===== config.mk =====
export PLATFORM = sky130hd
export DESIGN_NAME = vga_rect_scheduler
export DESIGN_NICKNAME = d
export VERILOG_FILES = /design/src/rtl/vga_rect_scheduler.sv
export SDC_FILE = /design/constraint.sdc
export NUM_CORES = 1
export LEC_CHECK = 0
export CAP_MARGIN = 20
export CORE_MARGIN = 8
export CORE_UTILIZATION = 30
export DETAILED_ROUTE_END_ITERATION = 10
export DONT_BUFFER_PORTS = 1
export HOLD_SLACK_MARGIN = 0.1
export PLACE_DENSITY_LB_ADDON = 0.1
export SYNTH_ARGS = -nofsm -noshare
export SYNTH_HDL_FRONTEND = slang
export SYNTH_SLANG_ARGS = --single-unit

===== constraint.sdc =====
create_clock -name clk -period 4.55 [get_ports clk]
set_input_delay 0.455 -clock clk [delete_from_list [all_inputs] [get_ports clk]]
set_output_delay 0.455 -clock clk [all_outputs]
set_load 0.02 [all_outputs]

===== src/rtl/vga_rect_scheduler.sv =====
// Per-pixel rectangle hit resolver with a CPU shadow table that is published to
// the active table only during vertical blank, one slot per cycle.
module vga_rect_scheduler #(
    parameter int NUM_RECTS = 4,
    parameter int IDX_W     = 2,
    parameter int COLOR_W   = 8
) (
    input  logic               clk,
    input  logic               rst,
    input  logic               wr_en,
    input  logic [IDX_W-1:0]   wr_idx,
    input  logic [2:0]         wr_field,
    input  logic [10:0]        wr_data,
    input  logic               commit,
    input  logic               frame_start,
    input  logic               pix_valid,
    input  logic [10:0]        x,
    input  logic [10:0]        y,
    output logic               hit,
    output logic [IDX_W-1:0]   hit_idx,
    output logic [COLOR_W-1:0] color_out,
    output logic               commit_pending,
    output logic               busy
);

    typedef struct packed {
        logic [10:0]        cx;
        logic [10:0]        cy;
        logic [10:0]        w;
        logic [10:0]        h;
        logic [COLOR_W-1:0] color;
        logic               en;
    } rect_t;

    typedef enum logic {IDLE, COPY} state_t;

    rect_t              shadow_q [NUM_RECTS];
    rect_t              shadow_d [NUM_RECTS];
    rect_t              active_q [NUM_RECTS];
    rect_t              active_d [NUM_RECTS];
    state_t             state_q, state_d;
    logic [IDX_W-1:0]   cnt_q, cnt_d;
    logic               pend_q, pend_d;
    logic               hit_q, hit_d;
    logic [IDX_W-1:0]   idx_q, idx_d;
    logic [COLOR_W-1:0] col_q, col_d;

    // 12-bit math keeps centre +/- half-size from wrapping, so edges clip.
    function automatic logic covers(input rect_t r, input logic [10:0] px, input logic [10:0] py);
        logic [11:0] hw, hh;
        logic        in_x, in_y;
        hw   = {1'b0, r.w} >> 1;
        hh   = {1'b0, r.h} >> 1;
        in_x = (({1'b0, px} + hw) > {1'b0, r.cx}) && ({1'b0, px} < ({1'b0, r.cx} + hw));
        in_y = (({1'b0, py} + hh) > {1'b0, r.cy}) && ({1'b0, py} < ({1'b0, r.cy} + hh));
        return r.en && in_x && in_y;
    endfunction

    assign busy = (state_q == COPY);

    always_comb begin
        shadow_d = shadow_q;
        if (wr_en && !busy) begin
            case (wr_field)
                3'd0:    shadow_d[wr_idx].cx    = wr_data;
                3'd1:    shadow_d[wr_idx].cy    = wr_data;
                3'd2:    shadow_d[wr_idx].w     = wr_data;
                3'd3:    shadow_d[wr_idx].h     = wr_data;
                3'd4:    shadow_d[wr_idx].color = wr_data[COLOR_W-1:0];
                3'd5:    shadow_d[wr_idx].en    = wr_data[0];
                default: ;
            endcase
        end
    end

    always_comb begin
        state_d  = state_q;
        cnt_d    = cnt_q;
        pend_d   = pend_q | commit;
        active_d = active_q;
        case (state_q)
            IDLE: begin
                if (frame_start && (pend_q || commit)) begin
                    state_d = COPY;
                    cnt_d   = '0;
                    pend_d  = 1'b0;
                end
            end
            COPY: begin
                // Shadow is frozen while busy, so slots copy from a stable source.
                active_d[cnt_q] = shadow_q[cnt_q];
                cnt_d           = cnt_q + 1'b1;
                if (cnt_q == IDX_W'(NUM_RECTS - 1)) state_d = IDLE;
            end
            default: state_d = IDLE;
        endcase
    end

    always_comb begin
        hit_d = 1'b0;
        idx_d = '0;
        col_d = '0;
        if (pix_valid && !busy) begin
            // Walk downward so the lowest covering index is the one left standing.
            for (int i = NUM_RECTS - 1; i >= 0; i--) begin
                if (covers(active_q[i], x, y)) begin
                    hit_d = 1'b1;
                    idx_d = IDX_W'(i);
                    col_d = active_q[i].color;
                end
            end
        end
    end

    always_ff @(posedge clk or negedge rst) begin
        if (!rst) begin
            for (int i = 0; i < NUM_RECTS; i++) begin
                shadow_q[i] <= '0;
                active_q[i] <= '0;
            end
            state_q <= IDLE;
            cnt_q   <= '0;
            pend_q  <= 1'b0;
            hit_q   <= 1'b0;
            idx_q   <= '0;
            col_q   <= '0;
        end else begin
            shadow_q <= shadow_d;
            active_q <= active_d;
            state_q  <= state_d;
            cnt_q    <= cnt_d;
            pend_q   <= pend_d;
            hit_q    <= hit_d;
            idx_q    <= idx_d;
            col_q    <= col_d;
        end
    end

    assign hit            = hit_q;
    assign hit_idx        = idx_q;
    assign color_out      = col_q;
    assign commit_pending = pend_q;

endmodule


==> results.ini <==
[global_route]
grt_max_degree=424
grt_overflow=0
antenna_violations_before_repair=10
grt_usage_pct=15.1
via_count_of_the_first_global_routing_pass=20400
wire_length_of_the_first_global_routing_pass_um=122000

[sta]
hold_slack_ns=-0.390
timing.clock.skew_ns=0.0183
drv_slew=170
fin_crit_sh_pct=97.6
final_period_minus_worst_setup_slack_ns=4.44
relSlewSlack_pct=-13.9
setup_viol=0
grt_setup_unrepaired=yes
hold_viol=423
worst-slew-pin-transition_ns=1.71
fmax_mhz=225

[worst_setup_path]
timing.critical_path.fanout_max=4
cp_data_required_time_ns=5.04
number_of_cells_traversed_by_the_worst_register_to_register_path=23
worst-endpoint-arrival_ns=4.94
worstSetupEndpointType=flip-flop
r2r_start=active_q[10]
timing.rr.end=color_out[3]
crit_path_start_kind=flip-flop
ff2ff_setup_slack_ns=0.11
critical_path_class=flip-flop to flip-flop
startpoint=active_q[10]

[placement]
dp.final_hpwl_um=58500
gpl.final_weighted_congestion=0.809
io_buffers=0
dp.cells=3703

[logic_synthesis]
ys_seq_area_share_pct=37.8
syn-instance-count=2459
syn_area_um2=28000
post-synth-top-area-fraction_pct=37.8
async_flop_share_pct=100
synthesis.nets=2851
synth_top_cells_by_area=dfrtp_1, mux2_2, ha_1, mux4_2, xnor2_1
ys_top_cells_by_count=dfrtp_1, mux2_2, ha_1, inv_1, a21oi_1
synth_enable_flop_cells=0
yosys.cell_count.top_type=dfrtp_1
synth_warnings=0
postSynthRegisterBits=423
yosysTopAreaCell=dfrtp_1
synth_area_per_cell_um2=11.4
yosys_most_used_dff=dfrtp_1
count_of_cell_types_in_the_netlist=87

[layout]
area_delta_synth_final_pct=14.3
nets=2926
drive_above_1_share_pct=26.3
utilization_pct=34.5
instances_no_fill=3837

[cts]
cts.path.max_buffers=3
cts_tree=built
clock_sinks=423
clock_insertion_delay_worst_skew_ns=0.61
cts-buffers-inserted=52
clockRootBuffer=clkbuf_16
clkTransAtPathRegs_ns=0.06
ctsHtreeMaxLevel=2
post_cts_hold_buffer_count=16

[drt]
totalWireLength_um=78600
vias_per_cell=5.07
detail-route-antenna-nets=0
firstDrtPassIters=5
vias=19400
dr.first_iter.drc_count=927
post-route-drc-count=0
routedWlPerCell_um=20.5

[pwr]
report.power.total_mw=19.9
static-leakage-power_nw=15.3
power-per-cell-area_nw_per_um2=621
pwr-share-seq_pct=28.5
comb_power_share_pct=50.1
power.share.clock_pct=21.4
swShare_pct=38.9
internal_power_mw=12.1
netSwitchingPower_mw=7.74
vdd_ir_drop_max_mv=0.274

[floorplanning]
die-height_um=322
floorplan.die_area_um2=103000
floorplan.initialDensity_pct=30.2
coreArea_um2=92900
fp-row-count=112
pin_count=57
die_w_um=322

[hold_path]
hold_class=input port to async pin

[run_status]
failing_checks=negative hold slack, max-slew violations
outcome=finished, violations left

[job]
drv_cap=0

## metrics by stage
step / TNS [ns] / area [um2] / setup slack [ns]
after floorplan: 0 / 28000 / 0.258
after global placement: -2.21 / 29800 / -0.251
after detailed placement: -2.07 / 29800 / -0.248
after CTS: 0 / 31700 / 0.00620
after global routing: -0.911 / 32000 / -0.119
final: 0 / 32000 / 0.108
## kinds of logic after synthesis
| logic type | after synthesis | synth area share, % |
|---|---|---|
| adder cells (fa/ha/maj) | 348 | 16.0 |
| multiplexers | 469 | 20.8 |
| AND/OR/NAND/NOR | 386 | 7.03 |
| buffers and inverters | 254 | 3.50 |
| flip-flops | 423 | 37.8 |
| XOR/XNOR | 126 | 3.94 |
| AO/OA/AOI/OAI | 453 | 11.0 |
## cells in the final DEF, fill, tap and decap left out, drive strengths merged, types with 14 or more instances in the layout
| cell | netlist | routed |
|---|---|---|
| buf | 32 | 73 |
| xor2 | 45 | 45 |
| mux2 | 403 | 403 |
| inv | 184 | 184 |
| nand4 | 20 | 20 |
| nor2 | 76 | 76 |
| clkbuf | 36 | 79 |
| mux4 | 51 | 51 |
| a21o | 44 | 44 |
| a21oi | 130 | 130 |
| o21a | 22 | 22 |
| nand3 | 41 | 41 |
| dlygate4sd3 | 0 | 16 |
| nor3 | 27 | 27 |
| o21bai | 29 | 29 |
| and3 | 14 | 14 |
| o211ai | 19 | 19 |
| ha | 332 | 332 |
| nor2b | 29 | 29 |
| fa | 16 | 16 |
| a211oi | 19 | 19 |
| o21ai | 92 | 92 |
| dfrtp | 423 | 423 |
| xnor2 | 81 | 81 |
| nand2 | 99 | 99 |
| clkinv | 2 | 17 |
| nand2b | 25 | 25 |
| mux2i | 15 | 15 |
## power groups by stage
stage	combinational [mW]	clock, mW	sequential (mW)
after floorplan	7.22	0	5.34
after global placement	9.58	0	5.72
after detailed placement	9.75	0	5.74
after CTS	9.89	4.44	5.68
after global routing	11.2	4.59	5.84
final	9.96	4.25	5.67
## repair_timing
item                                   CTS  global route
buffers inserted                         0            12
gates resized for setup                  6            39
pin swaps                                1            26
endpoints found under the hold margin  628           423
setup endpoints to repair               10            11
cloned                                   0             1
## final cells by class
type | count | area, um2
Timing Repair Buffer | 89 | 753
Antenna cell | 6 | 15.0
Clock buffer | 79 | 1590
Tap cell | 1254 | 1570
Clock inverter | 18 | 180
Fill cell | 9198 | 60900
Sequential cell | 423 | 10600
Multi-Input combinational cell | 1782 | 16600
Inverter | 186 | 698
## worst max-delay path by stage
stage / to / slack (ns) / depth (start not counted)
global placement: color_out[0] / -0.25 / 23
CTS: color_out[0] / 0.006 / 22
global route: color_out[3] / -0.12 / 23
finish: color_out[3] / 0.11 / 23
floorplan: color_out[0] / 0.26 / 21
detailed placement: color_out[7] / -0.25 / 23
## flip-flops by register name, summed over array words and instances, names as in the netlist
name and count:
hit 1, hit_idx 2, shadow_q 204, commit_pending 1, busy 1, cnt_q 2, active_q 204, color_out 8
## metal layers
metal,up-vias,global-route usage [%],wire length [um],share of wire [%]
met5,-,0,0,0
met1,9910,21.1,38200,49
met2,234,24.3,35600,45
met3,101,2.24,2790,3.5
met4,0,4.27,1980,2.5
li1,9198,-,-,-
## critical path, stage by stage, from the launching register on
cell and delay, ns:
dfrtp_1 0.39, ha_2 0.20, inv_2 0.06, fa_2 0.20, nor2b_2 0.05, o21ai_2 0.16, a21boi_2 0.08, o21ai_1 0.15
nand2b_1 0.09, a21o_1 0.17, a21oi_2 0.17, mux2_4 0.31, a2111o_1 0.29, ha_1 0.31, a211o_1 0.33, nor3_4 0.22
a211oi_2 0.11, a221oi_2 0.29, buf_4 0.18, a2111oi_4 0.05, buf_4 0.20, nand2_2 0.05, mux2i_1 0.06, o211a_1 0.22
Note: power is estimated with default switching activity, not from simulation.
